### src/rtl/button_mode_ctrl.sv
`default_nettype none
// ============================================================================
// Module      : button_mode_ctrl
// Description : Set-path front end for the alarm clock. Synchronises and
//               debounces the three raw push-buttons, runs the mode FSM
//               (CLOCK / SET_HOUR / SET_MIN / ALARM_HOUR / ALARM_MIN) and
//               produces the hour/minute step strobes, with auto-repeat while
//               a single up/down button is held and an idle timeout back to
//               CLOCK.
// Ports       : clk        - system clock
//               rst        - synchronous reset, active low
//               btn_mode   - raw mode button (asynchronous, active high)
//               btn_up     - raw increment button (asynchronous, active high)
//               btn_down   - raw decrement button (asynchronous, active high)
//               adjust     - high in any set state
//               alarm_sel  - high in ALARM_HOUR / ALARM_MIN
//               ENTH       - one-cycle hour-step strobe
//               ENTM       - one-cycle minute-step strobe
//               updown     - step direction (1 = decrement), valid with strobes
//               mode_state - current FSM state encoding
// Revision    : 1.0 - initial release
// ============================================================================
module button_mode_ctrl #(
    parameter int DEBOUNCE      = 500000,
    parameter int REPEAT_START  = 50000000,
    parameter int REPEAT_PERIOD = 12500000,
    parameter int TIMEOUT       = 500000000
) (
    input  logic       clk,
    input  logic       rst,
    input  logic       btn_mode,
    input  logic       btn_up,
    input  logic       btn_down,
    output logic       adjust,
    output logic       alarm_sel,
    output logic       ENTH,
    output logic       ENTM,
    output logic       updown,
    output logic [2:0] mode_state
);

    // ------------------------------------------------------------------------
    // Widths and constants
    // ------------------------------------------------------------------------
    localparam int DB_W  = $clog2(DEBOUNCE + 1);
    localparam int RP_MX = (REPEAT_START > REPEAT_PERIOD) ? REPEAT_START : REPEAT_PERIOD;
    localparam int RP_W  = $clog2(RP_MX + 1);
    localparam int TO_W  = $clog2(TIMEOUT + 1);

    localparam logic [DB_W-1:0] c_DB_LAST = DB_W'(DEBOUNCE - 1);
    localparam logic [RP_W-1:0] c_RS_LAST = RP_W'(REPEAT_START - 1);
    localparam logic [RP_W-1:0] c_RP_LAST = RP_W'(REPEAT_PERIOD - 1);
    localparam logic [TO_W-1:0] c_TO_LAST = TO_W'(TIMEOUT - 1);

    localparam int c_MODE = 0;
    localparam int c_UP   = 1;
    localparam int c_DOWN = 2;

    typedef enum logic [2:0] {
        CLOCK      = 3'd0,
        SET_HOUR   = 3'd1,
        SET_MIN    = 3'd2,
        ALARM_HOUR = 3'd3,
        ALARM_MIN  = 3'd4
    } state_t;

    // ------------------------------------------------------------------------
    // Button conditioning: 2-flop synchroniser, stability counter, edge detect
    // ------------------------------------------------------------------------
    logic [2:0] w_raw;
    logic [2:0] w_deb;
    logic [2:0] w_press;

    assign w_raw = {btn_down, btn_up, btn_mode};

    for (genvar g = 0; g < 3; g++) begin : g_btn
        logic            r_sync1;
        logic            r_sync2;
        logic            r_deb;
        logic            r_deb_d;
        logic [DB_W-1:0] r_cnt;

        always_ff @(posedge clk) begin
            if (!rst) begin
                r_sync1 <= 1'b0;
                r_sync2 <= 1'b0;
                r_deb   <= 1'b0;
                r_deb_d <= 1'b0;
                r_cnt   <= '0;
            end else begin
                r_sync1 <= w_raw[g];
                r_sync2 <= r_sync1;
                r_deb_d <= r_deb;
                // Any return to the accepted level restarts the stability count,
                // so only an uninterrupted run of DEBOUNCE cycles is accepted.
                if (r_sync2 == r_deb) begin
                    r_cnt <= '0;
                end else if (r_cnt == c_DB_LAST) begin
                    r_deb <= ~r_deb;
                    r_cnt <= '0;
                end else begin
                    r_cnt <= r_cnt + DB_W'(1);
                end
            end
        end

        assign w_deb[g]   = r_deb;
        assign w_press[g] = r_deb & ~r_deb_d;
    end

    // ------------------------------------------------------------------------
    // Registered state
    // ------------------------------------------------------------------------
    state_t          r_state;
    logic            r_adjust;
    logic            r_alarm_sel;
    logic            r_enth;
    logic            r_entm;
    logic            r_updown;
    logic            r_armed;      // a single up/down press was accepted and is still held
    logic            r_rep_dir;    // button owning the repeat: 1 = down
    logic            r_repeating;  // initial delay done, now using the period
    logic [RP_W-1:0] r_rep_cnt;
    logic [TO_W-1:0] r_idle_cnt;

    state_t          w_state_nxt;
    logic            w_adjust_nxt;
    logic            w_alarm_sel_nxt;
    logic            w_enth_nxt;
    logic            w_entm_nxt;
    logic            w_updown_nxt;
    logic            w_armed_nxt;
    logic            w_rep_dir_nxt;
    logic            w_repeating_nxt;
    logic [RP_W-1:0] w_rep_cnt_nxt;
    logic [TO_W-1:0] w_idle_nxt;

    logic            w_up_ok;
    logic            w_dn_ok;
    logic            w_held;
    logic            w_fire;
    logic            w_fire_dir;
    logic [RP_W-1:0] w_rep_last;

    // A press only counts as a step when the other direction is not down;
    // simultaneous presses therefore cancel each other.
    assign w_up_ok    = w_press[c_UP]   & ~w_deb[c_DOWN];
    assign w_dn_ok    = w_press[c_DOWN] & ~w_deb[c_UP];
    assign w_held     = r_rep_dir ? (w_deb[c_DOWN] & ~w_deb[c_UP])
                                  : (w_deb[c_UP]   & ~w_deb[c_DOWN]);
    assign w_rep_last = r_repeating ? c_RP_LAST : c_RS_LAST;

    always_ff @(posedge clk) begin
        if (!rst) begin
            r_state     <= CLOCK;
            r_adjust    <= 1'b0;
            r_alarm_sel <= 1'b0;
            r_enth      <= 1'b0;
            r_entm      <= 1'b0;
            r_updown    <= 1'b0;
            r_armed     <= 1'b0;
            r_rep_dir   <= 1'b0;
            r_repeating <= 1'b0;
            r_rep_cnt   <= '0;
            r_idle_cnt  <= '0;
        end else begin
            r_state     <= w_state_nxt;
            r_adjust    <= w_adjust_nxt;
            r_alarm_sel <= w_alarm_sel_nxt;
            r_enth      <= w_enth_nxt;
            r_entm      <= w_entm_nxt;
            r_updown    <= w_updown_nxt;
            r_armed     <= w_armed_nxt;
            r_rep_dir   <= w_rep_dir_nxt;
            r_repeating <= w_repeating_nxt;
            r_rep_cnt   <= w_rep_cnt_nxt;
            r_idle_cnt  <= w_idle_nxt;
        end
    end

    always_comb begin
        w_state_nxt     = r_state;
        w_updown_nxt    = r_updown;
        w_armed_nxt     = r_armed;
        w_rep_dir_nxt   = r_rep_dir;
        w_repeating_nxt = r_repeating;
        w_rep_cnt_nxt   = r_rep_cnt;
        w_idle_nxt      = r_idle_cnt;
        w_fire          = 1'b0;
        w_fire_dir      = 1'b0;

        if (w_press[c_MODE]) begin
            // Mode has priority over any step press in the same cycle.
            unique case (r_state)
                CLOCK:      w_state_nxt = SET_HOUR;
                SET_HOUR:   w_state_nxt = SET_MIN;
                SET_MIN:    w_state_nxt = ALARM_HOUR;
                ALARM_HOUR: w_state_nxt = ALARM_MIN;
                default:    w_state_nxt = CLOCK;
            endcase
            w_armed_nxt     = 1'b0;
            w_repeating_nxt = 1'b0;
            w_rep_cnt_nxt   = '0;
        end else if (r_state == CLOCK) begin
            w_armed_nxt     = 1'b0;
            w_repeating_nxt = 1'b0;
            w_rep_cnt_nxt   = '0;
        end else if (w_up_ok || w_dn_ok) begin
            w_fire          = 1'b1;
            w_fire_dir      = w_dn_ok;
            w_armed_nxt     = 1'b1;
            w_rep_dir_nxt   = w_dn_ok;
            w_repeating_nxt = 1'b0;
            w_rep_cnt_nxt   = '0;
        end else if (r_armed && w_held) begin
            if (r_rep_cnt == w_rep_last) begin
                w_fire          = 1'b1;
                w_fire_dir      = r_rep_dir;
                w_repeating_nxt = 1'b1;
                w_rep_cnt_nxt   = '0;
            end else begin
                w_rep_cnt_nxt   = r_rep_cnt + RP_W'(1);
            end
        end else begin
            // Released, or the other button joined: a fresh press is needed.
            w_armed_nxt     = 1'b0;
            w_repeating_nxt = 1'b0;
            w_rep_cnt_nxt   = '0;
        end

        // Idle timeout. Activity wins over an expiring count.
        if ((|w_press) || w_fire) begin
            w_idle_nxt = '0;
        end else if (r_state == CLOCK) begin
            w_idle_nxt = '0;
        end else if (r_idle_cnt == c_TO_LAST) begin
            w_state_nxt     = CLOCK;
            w_idle_nxt      = '0;
            w_armed_nxt     = 1'b0;
            w_repeating_nxt = 1'b0;
            w_rep_cnt_nxt   = '0;
        end else begin
            w_idle_nxt = r_idle_cnt + TO_W'(1);
        end

        if (w_fire) begin
            w_updown_nxt = w_fire_dir;
        end
        w_enth_nxt      = w_fire && ((r_state == SET_HOUR) || (r_state == ALARM_HOUR));
        w_entm_nxt      = w_fire && ((r_state == SET_MIN)  || (r_state == ALARM_MIN));
        w_adjust_nxt    = (w_state_nxt != CLOCK);
        w_alarm_sel_nxt = (w_state_nxt == ALARM_HOUR) || (w_state_nxt == ALARM_MIN);
    end

    assign adjust     = r_adjust;
    assign alarm_sel  = r_alarm_sel;
    assign ENTH       = r_enth;
    assign ENTM       = r_entm;
    assign updown     = r_updown;
    assign mode_state = r_state;

endmodule
`default_nettype wire

### config.mk
export PLATFORM = sky130hd
export DESIGN_NAME = button_mode_ctrl
export DESIGN_NICKNAME = d
export VERILOG_FILES = /design/src/rtl/button_mode_ctrl.sv
export SDC_FILE = /design/constraint.sdc
export NUM_CORES = 1
export LEC_CHECK = 0
export CAP_MARGIN = 15
export CORE_MARGIN = 3
export CORE_UTILIZATION = 25
export DETAILED_ROUTE_END_ITERATION = 10
export PLACE_DENSITY = 0.38
export SYNTH_ARGS = -nofsm -noshare
export SYNTH_HDL_FRONTEND = slang
export SYNTH_SLANG_ARGS = --single-unit
### constraint.sdc
create_clock -name clk -period 2.3 [get_ports clk]
set_input_delay 0.46 -clock clk [delete_from_list [all_inputs] [get_ports clk]]
set_output_delay 0.46 -clock clk [all_outputs]
set_load 0.01 [all_outputs]
==> impl_metrics.json, run 1 <==
{
  "status": "finished clean",
  "die_h_um": 160.3,
  "yosys.cell_types.count": 46,
  "finalPower_mw": 5.189,
  "ys_ff_latch": 135,
  "grt_pass1_wl_um": 20940,
  "vias": 4508,
  "area_delta_synth_final_pct": 19.29,
  "ys_warn_count": 0,
  "initial_utilization_pct": 25.83,
  "powerDensity_nw_per_um2": 730.5,
  "place_inst": 995,
  "dr.pass1.iters": 4,
  "synth_edf_count": 0,
  "grt_max_degree": 30,
  "hold_start": "g_btn[1].r_sync1",
  "clock_latency_ps": 410,
  "slowest_delay_ps": 490,
  "viasPerCell": 4.394,
  "synth_ff_type": "dfxtp_1",
  "cts_tree": "yes",
  "start_kind": "register",
  "synth.net_count": 685,
  "cp_cell_sequence": "or4b_1, nor4_2, o211ai_1, o21a_1, o221a_1",
  "setup_violations": 0,
  "hpwl_um": 8464,
  "cap_violations": 0,
  "ff2ff_setup_slack_ps": 150,
  "hp-class": "register to register",
  "diodes": 0,
  "required_ps": 2600,
  "fin_area_um2": 7103,
  "async_flop_share_pct": 0,
  "cts-root-buf": "clkbuf_16",
  "clk_pin_slew_worst_paths_ps": 60,
  "mostFrequentLayoutCells": "nor2_1 (137), dfxtp_1 (135), xnor2_1 (58), xor2_1 (48), nand2_1 (40)",
  "synth_area_leaders": "dfxtp_1 (45%), nor2_1 (8.6%), xnor2_1 (8.5%)",
  "yosysTopAreaCellShare_pct": 45.39,
  "end_kind": "register",
  "ios": 13,
  "path_max_fanout": 8,
  "drcViolationCount": 0,
  "setup_tns_ps": 0,
  "antenna_found_initial": 0,
  "syn_area_per_cell_um2": 8.821,
  "grt.overflow.total": 0,
  "cts_buffers": 17,
  "final_cell_count_no_fill": 1026,
  "cpLargestDelayFamily": "simple AND/OR/NAND/NOR gates",
  "dpl_cell_area_um2": 6497,
  "crit_buf_inv": 0,
  "syn_inst": 675,
  "grt_pass1_vias": 4368,
  "peakVddDrop_mv": 0.4921,
  "chipWidth_um": 160.3,
  "slew_viol_final": 0,
  "worst_slew_pin_slew_ps": 598.3,
  "wire_per_inst_um": 11.88,
  "grtUsageTotal_pct": 9.926,
  "io_buffers": 12,
  "layout_commonest_cell": "nor2_1",
  "drt-total-wl_um": 12180,
  "final_nets": 711,
  "fin_crit_sh_pct": 93.46,
  "timing.final.hold_violations": 0,
  "htreeDepth": 4,
  "num_rows": 55,
  "crit_start": "r_rep_cnt[18]",
  "crit_type": "register to register",
  "mappedNetlistArea_um2": 5954,
  "synth_area_leader_cell": "dfxtp_1",
  "final_antenna_net_count": 0,
  "yosysSeqAreaShare_pct": 45.39,
  "slowest_stage": "or4b_1",
  "reg2reg_from": "r_rep_cnt[18]",
  "power_leakage_nw": 2.195,
  "rsz0062_at_grt": "no",
  "post-route-util_pct": 30.81,
  "fin_skew_ps": 7.161,
  "cts_buffer_depth": 2,
  "core_region_area_um2": 23050,
  "layout-drive-gt1-share_pct": 7.854,
  "fin_crit_ps": 2150,
  "slew_headroom_pct": 59.81,
  "worst_ep_arrival_time_ps": 2450,
  "fmax_mhz": 465.2,
  "die_area_um2": 25710,
  "drt_iter0_markers": 263,
  "clock-sinks": 135,
  "gp_congestion": 0.7449
}
[cells in the mapped netlist, types with 2 or more instances]
cell	n
dfxtp_1	135
nand3b_1	3
xnor2_1	58
nor2b_1	8
nand4_1	26
nor4_1	9
nand2b_1	3
or2_2	5
nor3b_1	3
ha_1	5
mux2i_1	5
nor4bb_1	3
nand2_1	40
and2_1	11
nand4b_1	3
o21ai_0	3
a21oi_1	7
nor2_1	137
or4b_1	2
xor2_1	48
o211ai_1	3
and4b_1	2
buf_6	4
nor4b_1	6
clkbuf_1	15
inv_1	20
nand3_1	38
and4_1	13
a211oi_1	3
nor3_1	24
or4_1	3
and3_1	16
[flip-flops by register name (all words and copies together) (netlist names), 3 cells and up]
| name | cells |
|---|---|
| r_idle_cnt | 29 |
| r_rep_cnt | 26 |
| mode_state | 3 |
| g_btn.r_sync1 | 3 |
| g_btn.r_deb | 3 |
| g_btn.r_deb_d | 3 |
| g_btn.r_cnt | 57 |
| g_btn.r_sync2 | 3 |
[metrics by stage]
| step | worst slack (ps) | hold WS [ps] |
|---|---|---|
| floorplan | 374.6 | 411.9 |
| CTS | 136.5 | 440.3 |
| global placement | 196.9 | 420.3 |
| global route | 7.693 | 446.8 |
| finish | 150.4 | 435.7 |
| detailed placement | 164.5 | 426.3 |
[final cells by class]
cell class | instances | area (µm²)
Clock inverter | 8 | 121.4
Inverter | 20 | 75.07
Tap cell | 313 | 391.6
Clock buffer | 23 | 478.0
Multi-Input combinational cell | 499 | 3069
Fill cell | 2426 | 15950
Sequential cell | 135 | 2703
Timing Repair Buffer | 28 | 265.3
[final timing paths]
| path | end | cells after the start |
|---|---|---|
| setup / recovery | updown | 5 |
| hold / removal | g_btn[1].r_sync2 | 1 |
| setup reg to reg | updown | 5 |
| hold reg to reg | g_btn[1].r_sync2 | 1 |
[routing by layer]
metal | vias to the layer above | wire [µm] | GRT usage, % | part of all wire (%)
li1 | 2336 | - | - | -
met1 | 2111 | 5988 | 12.33 | 49
met2 | 45 | 5581 | 15.91 | 46
met3 | 16 | 435 | 3.766 | 3.6
met4 | 0 | 179 | 3.235 | 1.5
met5 | - | 0 | 0 | 0
[repair_timing]
action                     4_1_cts  5_1_grt
setup buffers                    0        0
setup endpoints to repair        0        2
gates resized for setup          0        1
hold buffers                     0        0
[logic make-up after synthesis]
kind of cell | after synthesis | synth area share (%)
compound gates | 22 | 2.626
xor+xnor | 106 | 15.59
fa+ha+maj | 5 | 1.051
buf+inv | 41 | 3.173
flops | 135 | 45.39
mux | 5 | 0.8405
simple gates | 361 | 31.33
[power breakdown]
group          internal, mW  switching (mW)  total (mW)
Combinational        0.0309          0.0386      0.0695
Sequential             2.35         0.00853        2.36
Clock                  1.78           0.980        2.76
(Power assumes the default switching activity.)
==> inputs of run 2 (changes only) <==
- SLEW_MARGIN: unset -> 5
==> results of run 2 <==
Final layout, timing and power as in run 1 (identical DEF).
